### config.mk
export PLATFORM = sky130hd
export DESIGN_NAME = ram_arbiter
export DESIGN_NICKNAME = d
export VERILOG_FILES = /design/src/rtl/ram_arbiter_pkg.sv /design/src/rtl/arb_wait_counter.sv /design/src/rtl/ram_arbiter.sv
export SDC_FILE = /design/constraint.sdc
export NUM_CORES = 1
export LEC_CHECK = 0
export ABC_AREA = 1
export CAP_MARGIN = 20
export CORE_ASPECT_RATIO = 1.5
export CORE_MARGIN = 10
export CORE_UTILIZATION = 22
export DETAILED_ROUTE_END_ITERATION = 7
export GPL_ROUTABILITY_DRIVEN = 0
export GPL_TIMING_DRIVEN = 0
export HOLD_SLACK_MARGIN = 0.05
export PLACE_DENSITY = 0.77
export REMOVE_ABC_BUFFERS = 1
export SKIP_CTS_REPAIR_TIMING = 1
export SLEW_MARGIN = 10
export SYNTH_ARGS = -nofsm -noshare
export SYNTH_HDL_FRONTEND = slang
export SYNTH_SLANG_ARGS = --single-unit
### constraint.sdc
create_clock -name clk -period 1.5 [get_ports clk]
set_input_delay 0.3 -clock clk [delete_from_list [all_inputs] [get_ports clk]]
set_output_delay 0.3 -clock clk [all_outputs]
set_load 0.01 [all_outputs]
### src/rtl/ram_arbiter_pkg.sv
// ram_arbiter_pkg: master indices, read-owner encoding and counter sizing shared by the arbiter.
package ram_arbiter_pkg;
   localparam int M_CPU = 0;
   localparam int M_AUX = 1;
   typedef logic [1:0] rd_owner_t;
   localparam rd_owner_t RD_NONE = 2'b00;
   localparam rd_owner_t RD_CPU  = 2'b01;
   localparam rd_owner_t RD_AUX  = 2'b10;
   function automatic int cnt_width(int max);
      return (max < 1) ? 1 : $clog2(max + 1);
   endfunction
   function automatic rd_owner_t rd_encode(logic cpu_rd, logic aux_rd);
      return cpu_rd ? RD_CPU : aux_rd ? RD_AUX : RD_NONE;
   endfunction
endpackage

### src/rtl/arb_wait_counter.sv
// arb_wait_counter: saturating count of consecutive denied cycles; at_max opens the override slot.
module arb_wait_counter
   import ram_arbiter_pkg::*;
#(
   parameter int MAX = 8,
   localparam int W = cnt_width(MAX)
) (
   input  logic clk,
   input  logic reset_b,
   input  logic inc,
   input  logic clr,
   output logic at_max
);
   logic [W-1:0] count;
   assign at_max = (count == W'(MAX));
   always_ff @(posedge clk or negedge reset_b) begin
      if (!reset_b) count <= '0;
      else if (clr) count <= '0;
      else if (inc && !at_max) count <= count + 1'b1;
   end
endmodule

### src/rtl/ram_arbiter.sv
// ram_arbiter: shares a single-port RAM between a fixed-priority CPU port and an auxiliary master
// that is guaranteed a slot after MAX_WAIT consecutive denials.
module ram_arbiter
   import ram_arbiter_pkg::*;
#(
   parameter int DSIZE    = 16,
   parameter int ASIZE    = 14,
   parameter int MAX_WAIT = 8
) (
   input  logic             clk,
   input  logic             reset_b,
   input  logic             m0_req,
   input  logic             m1_req,
   input  logic             m0_rnw,
   input  logic             m1_rnw,
   input  logic [ASIZE-1:0] m0_addr,
   input  logic [ASIZE-1:0] m1_addr,
   input  logic [DSIZE-1:0] m0_din,
   input  logic [DSIZE-1:0] m1_din,
   output logic             m0_gnt,
   output logic             m1_gnt,
   output logic             m0_rvalid,
   output logic             m1_rvalid,
   output logic [DSIZE-1:0] m0_rdata,
   output logic [DSIZE-1:0] m1_rdata,
   output logic             ram_cs_b,
   output logic             ram_rnw,
   output logic [ASIZE-1:0] ram_addr,
   output logic [DSIZE-1:0] ram_din,
   input  logic [DSIZE-1:0] ram_dout
);
   logic at_max, inc;
   rd_owner_t rd_owner;
   arb_wait_counter #(.MAX(MAX_WAIT)) u_wait (
      .clk(clk), .reset_b(reset_b), .inc(inc), .clr(!inc), .at_max(at_max)
   );
   // grants are gated by reset so nothing reaches the RAM while it is asserted
   always_comb begin
      m1_gnt   = reset_b && m1_req && (!m0_req || at_max);
      m0_gnt   = reset_b && m0_req && !m1_gnt;
      inc      = m1_req && !m1_gnt;
      ram_cs_b = !(m0_gnt || m1_gnt);
      ram_rnw  = m1_gnt ? m1_rnw  : m0_gnt ? m0_rnw  : 1'b1;
      ram_addr = m1_gnt ? m1_addr : m0_gnt ? m0_addr : '0;
      ram_din  = m1_gnt ? m1_din  : m0_gnt ? m0_din  : '0;
   end
   always_ff @(posedge clk or negedge reset_b) begin
      if (!reset_b) rd_owner <= RD_NONE;
      else rd_owner <= rd_encode(m0_gnt && m0_rnw, m1_gnt && m1_rnw);
   end
   assign m0_rvalid = rd_owner[M_CPU];
   assign m1_rvalid = rd_owner[M_AUX];
   assign m0_rdata  = ram_dout;
   assign m1_rdata  = ram_dout;
endmodule

* Word level (Yosys, flattened, before mapping)
Cells that the tools add are included.
Cells by class: mux-type cells 10, eq/ne operators 2, reductions and logical operators 14, add/subtract/negate cells 1
Operators with widths (number):
- $mux W16 | 2
- $mux W14 | 2
- $logic_and A1 B1 Y1 | 8
- $mux W4 | 2
- $add A4 B1 Y4 const B | 1
- $eq A4 B4 Y1 const B | 1
- $logic_not A1 Y1 | 4
- $mux W2 | 2
- $logic_or A1 B1 Y1 | 2
- $mux W1 | 2
- $ne A2 B2 Y1 const B | 1
Storage, ports and cells: output and inout port bits 68, register bits after elaboration 6

* Longest topological paths before layout
Gate-level depths: netlist (run 1).
word-level depth 8, depth in mapped cells 8, depth with buffers taken out 7

* Hierarchy
Synthesis (run 1) repeated with hierarchy kept, for this count alone.
Second synthesis, totals: cell total of the unflattened synthesis 181, area, all modules 1061.0 um2
By module, submodules not included:
- ram_arbiter | area an instance 832.0 um2, times used 1, sequential area each 50.0 um2, cells an instance 152
- arb_wait_counter | area an instance 229.0 um2, times used 1, sequential area each 100.1 um2, cells an instance 29

* Worst setup path before layout (run 1)
OpenSTA, ideal clock, no wires.
path kind register -> output, start register u_wait.count[0], end output port ram_din[12], data arrival time 1293 ps, cell stages (with the launch flop) 8, path slack -93 ps, path buffers 1, path through dfrtp_1 inv_1 ha_1 nand3_4 a21oi_4 buf_6 nand2_1 nand2_1
On the way: cells in the longest elaborated chain, start to end 7
Ends and longest elaborated chain:
- start, declared | RTL line arb_wait_counter.sv:14 | logic [W-1:0] count;
- start signal, assigned | RTL line arb_wait_counter.sv:19 | else if (inc && !at_max) count <= count + 1'b1;
- $eq A4 B4 Y1 (*) | RTL line arb_wait_counter.sv:15 | assign at_max = (count == W'(MAX));
- $logic_or A1 B1 Y1 (*) | RTL line ram_arbiter.sv:39 | m1_gnt = reset_b && m1_req && (!m0_req || at_max);
- $logic_and A1 B1 Y1 (*) | RTL line ram_arbiter.sv:39
- net m1_gnt | RTL line ram_arbiter.sv:21 | output logic m1_gnt,
- $logic_not A1 Y1 | RTL line ram_arbiter.sv:40 | m0_gnt = reset_b && m0_req && !m1_gnt;
- $logic_and A1 B1 Y1 | RTL line ram_arbiter.sv:40
- $mux W16 | RTL line ram_arbiter.sv:45 | ram_din = m1_gnt ? m1_din : m0_gnt ? m0_din : '0;
- $mux W16 (*) | RTL line ram_arbiter.sv:45
- end, declared | RTL line ram_arbiter.sv:29 | output logic [DSIZE-1:0] ram_din,
Mark *: on every way through the listed nets, which the timed path passes. The rest lies on a longest branch.

* Worst setup path in the final report (run 1)
start register u_wait.count[1], end output port ram_din[8]
On the way: cells in the longest elaborated chain, start to end 7
Ends and longest elaborated chain (RTL line):
- $eq A4 B4 Y1 (*) | arb_wait_counter.sv:15
- $logic_or A1 B1 Y1 (*) | ram_arbiter.sv:39
- $logic_and A1 B1 Y1 (*) | ram_arbiter.sv:39
- $logic_not A1 Y1 | ram_arbiter.sv:40
- $logic_and A1 B1 Y1 | ram_arbiter.sv:40
- $mux W16 | ram_arbiter.sv:45
- $mux W16 (*) | ram_arbiter.sv:45
Mark *: on every way between the ends. The rest lies on a longest branch, timed or not.

==> flow_summary.rst, run 1 <==
.. list-table::
   :header-rows: 1

   * - Metric
     - Value
   * - Ratio of total power to cell area
     - roughly 440 mW/mm²
   * - Met2 Use GR
     - 16.14%
   * - Placed cell count
     - 297
   * - Area Overhead vs Synth
     - 114.8%
   * - Most frequent cell after synthesis
     - sky130_fd_sc_hd__nand2_1
   * - Count of H-tree levels built during CTS
     - 1
   * - Overall die height
     - 104.6 µm
   * - Core occupancy in the finished layout
     - 49.18%
   * - Max_slew headroom
     - just under 80%
   * - Share of async-settable or async-resettable flops after synthesis
     - 100.0%
   * - Global-route wire length before repair
     - around 7000 µm
   * - Area share of the largest cell type after synthesis
     - between 20% and 30%
   * - Initial Utilization
     - between 20 and 25%
   * - Clock tree from TritonCTS
     - done
   * - Worst EP arrival
     - about 1700 ps
   * - CTS Root Cell
     - sky130_fd_sc_hd__clkbuf_8
   * - Nets
     - roughly 360
   * - Max stage delay on crit path
     - approximately 400 ps
   * - Remaining global-route overflow
     - 0
   * - Critical path capture point type
     - output pin
   * - Final WL
     - just over 6000 µm
   * - Standard-cell rows
     - 30
   * - Element type at the critical path start
     - flip-flop
   * - Period minus WS final
     - 2033 ps
   * - Number of standard cells in the layout, taps in and fillers out
     - around 330
   * - Cell type with the highest aggregate area in the netlist
     - sky130_fd_sc_hd__buf_4
   * - DRC errors left
     - 0
   * - Vias in the first global route
     - 1,330
   * - Met3 usage
     - slightly below 9%
   * - Status
     - complete, but fails checks
   * - Peak supply drop
     - between 0.2 and 0.25 mV
   * - Hold slack
     - 428.0 ps
   * - Data required time of the critical path
     - 1200 ps
   * - Setup violations, final
     - 37
   * - Register bit total from synthesis
     - 6
   * - Total count of hold-check failures in the final report
     - 0
   * - Largest net degree at the start of global routing
     - 34
   * - PortBufs
     - ~100
   * - Wire length per cell
     - 18.25 µm
   * - Clk slew on worst S/H paths
     - approximately 40 ps
   * - Count of maximum capacitance violations
     - 0
   * - Clock network latency to the later pin of the worst-skew pair
     - between 200 and 250 ps
   * - Most used standard cells in the synthesized netlist
     - sky130_fd_sc_hd__nand2_1, sky130_fd_sc_hd__buf_4, sky130_fd_sc_hd__nand3_1
   * - Number of antenna violations at the first check in global routing
     - 0
   * - Post-Place Setup Slack
     - -1561 ps
   * - Ordered cell list for the critical path
     - inv_2 > ha_4 > nand3_4 > a21oi_4 > buf_12 > buf_12 > nand2_1 > nand2_1 > clkbuf_2
   * - Failing checks
     - setup timing
   * - Slowest-stage cell, CP
     - sky130_fd_sc_hd__dfrtp_1
   * - Die width
     - around 76 µm
   * - Static Leakage
     - approximately 1.1 nW
   * - Smallest setup slack after layout
     - -532.7 ps
   * - Share of synthesized area occupied by flip-flops and latches
     - 14.32%
   * - Core Area
     - 0.004579 mm²
   * - Startpoint-to-endpoint class of the critical path
     - reg2out
   * - Clock buffer count from CTS
     - 3
   * - Cell Area, Synth
     - 0.001049 mm²
   * - Fmax achieved
     - slightly below 0.5 GHz
   * - First-pass iteration count of the detailed router
     - 6
   * - Peak fanout along the critical path
     - 10
   * - Met1 routing resource usage after global routing
     - roughly a tenth
   * - Detail Placement HPWL
     - between 3000 and 4000 µm
   * - Post-route setup TNS
     - -15,820 ps
   * - Global-route usage over all layers
     - 10.74%
   * - Count of pins over their slew limit
     - 0
   * - Final ANT Viol Nets
     - 0
   * - Yosys warns
     - 0
   * - Routing layer with the top usage in global route
     - met2
   * - Average cell area after synthesis
     - roughly 6 µm²
   * - EDFF count, synth
     - 0
   * - Slew @ Worst Pin
     - between 300 and 400 ps
   * - Kind of path behind the tightest hold check
     - in2reg
   * - Total via count after detailed routing
     - about 1.5k
   * - Count of pins on the block boundary
     - 150
   * - Buffer levels on the longest clock path
     - 2
   * - RSZ-0062 raised after global routing
     - yes
   * - Total clock sinks
     - 6
   * - Post-Syn Instances
     - roughly 170
   * - Antenna Diode Count
     - 0
   * - Top cells by area, synth
     - sky130_fd_sc_hd__buf_4, sky130_fd_sc_hd__nand2_1, sky130_fd_sc_hd__nand3_1
   * - Cell variety after synth
     - 16
   * - Clock skew
     - between 10 and 15 ps
   * - Average via count per standard cell
     - approximately 4.5
   * - Top FF cell, synth
     - sky130_fd_sc_hd__dfrtp_1
   * - Fill cell instance count of the final layout
     - between 400 and 500
   * - Fraction of final layout cells with drive strength greater than 1
     - 38.89%
   * - Final cycle utilization of the critical path
     - 135.5%
   * - Drt first-iter violations
     - 14
   * - Die outline area
     - 0.007984 mm²
[critical path: cells and delay by family (launching register included)]
family / cells / cell delay, ps
AO/OA/AOI/OAI: 1 / 210
buffers and inverters: 4 / 470
flip-flops: 1 / 400
AND/OR/NAND/NOR: 3 / 260
adder cells (fa/ha/maj): 1 / 140
[state kept, by name, indices dropped and copies added, names as in the netlist]
register and flops:
rd_owner 2, u_wait.count 4
[final cells by class]
class	count	area, µm²	share of cell area [%]
timing repair inverter	1	7.507	0.3333
clock buffer	3	41.29	1.833
multi-input combinational	120	726.9	32.28
timing repair buffer	131	1205	53.50
tap	64	80.08	3.556
sequential	6	150.1	6.667
inverter	9	41.29	1.833
[routing by layer]
metal	vias up	wire, µm
met5	-	41
met4	2	102
met3	13	799
met2	110	2802
met1	663	2351
li1	708	-
[worst paths after layout]
path | startpoint | endpoint | slack [ps] | cells past startpoint
setup / recovery | u_wait.count[1] | ram_din[8] | -530 | 9
hold / removal | m1_req | u_wait.count[1] | 430 | 3
setup reg to reg | u_wait.count[1] | u_wait.count[3] | -100 | 10
hold reg to reg | u_wait.count[2] | u_wait.count[2] | 650 | 3
max in group asynchronous | reset_b | u_wait.count[3] | 690 | 2
min in group asynchronous | reset_b | u_wait.count[0] | 550 | 2
[cell families (layout without fill, tap and decap cells)]
family	after synthesis	count (layout)	synth area share [%]
flip-flops	6	6	14.32
adder cells (fa/ha/maj)	2	2	2.386
AO/OA/AOI/OAI	2	3	2.029
XOR/XNOR	3	3	2.506
buffers and inverters	50	144	32.93
AND/OR/NAND/NOR	110	112	45.82
[placed cells by master (no fill, tap or decap), drive strengths merged]
cell type      instances
clkinvlp               3
dfrtp                  6
o21ai                  1
nand4                  1
dlygate4sd3            1
nor2                   6
ha                     2
a21oi                  2
xor2                   3
inv                    7
buf                   58
clkbuf                10
dlymetal6s2s           1
nand3                 32
nand2                 73
clkdlybuf4s50         64
[through the flow]
stage               total power, mW  area [µm²]
finish                       0.9965        2252
global placement             0.6306        1828
CTS                          0.8937        1869
detailed placement           0.6359        1828
floorplan                    0.3154       737.0
global route                  1.050        2252
[power breakdown]
group	internal, mW	total, mW	switching, mW
combinational	0.325	0.557	0.232
clock	0.174	0.260	0.0866
sequential	0.171	0.179	0.00787
total	0.669	0.996	0.327
(Power assumes the default switching activity.)
==> run 2: changes to the inputs <==
--- a/config.mk
+++ b/config.mk
@@ -17,7 +17,6 @@
 export PLACE_DENSITY = 0.77
 export REMOVE_ABC_BUFFERS = 1
 export SKIP_CTS_REPAIR_TIMING = 1
-export SLEW_MARGIN = 10
 export SYNTH_ARGS = -nofsm -noshare
 export SYNTH_HDL_FRONTEND = slang
 export SYNTH_SLANG_ARGS = --single-unit
==> results of run 2 <==
Same layout as run 1: the final DEF is identical, and so are final timing and power.
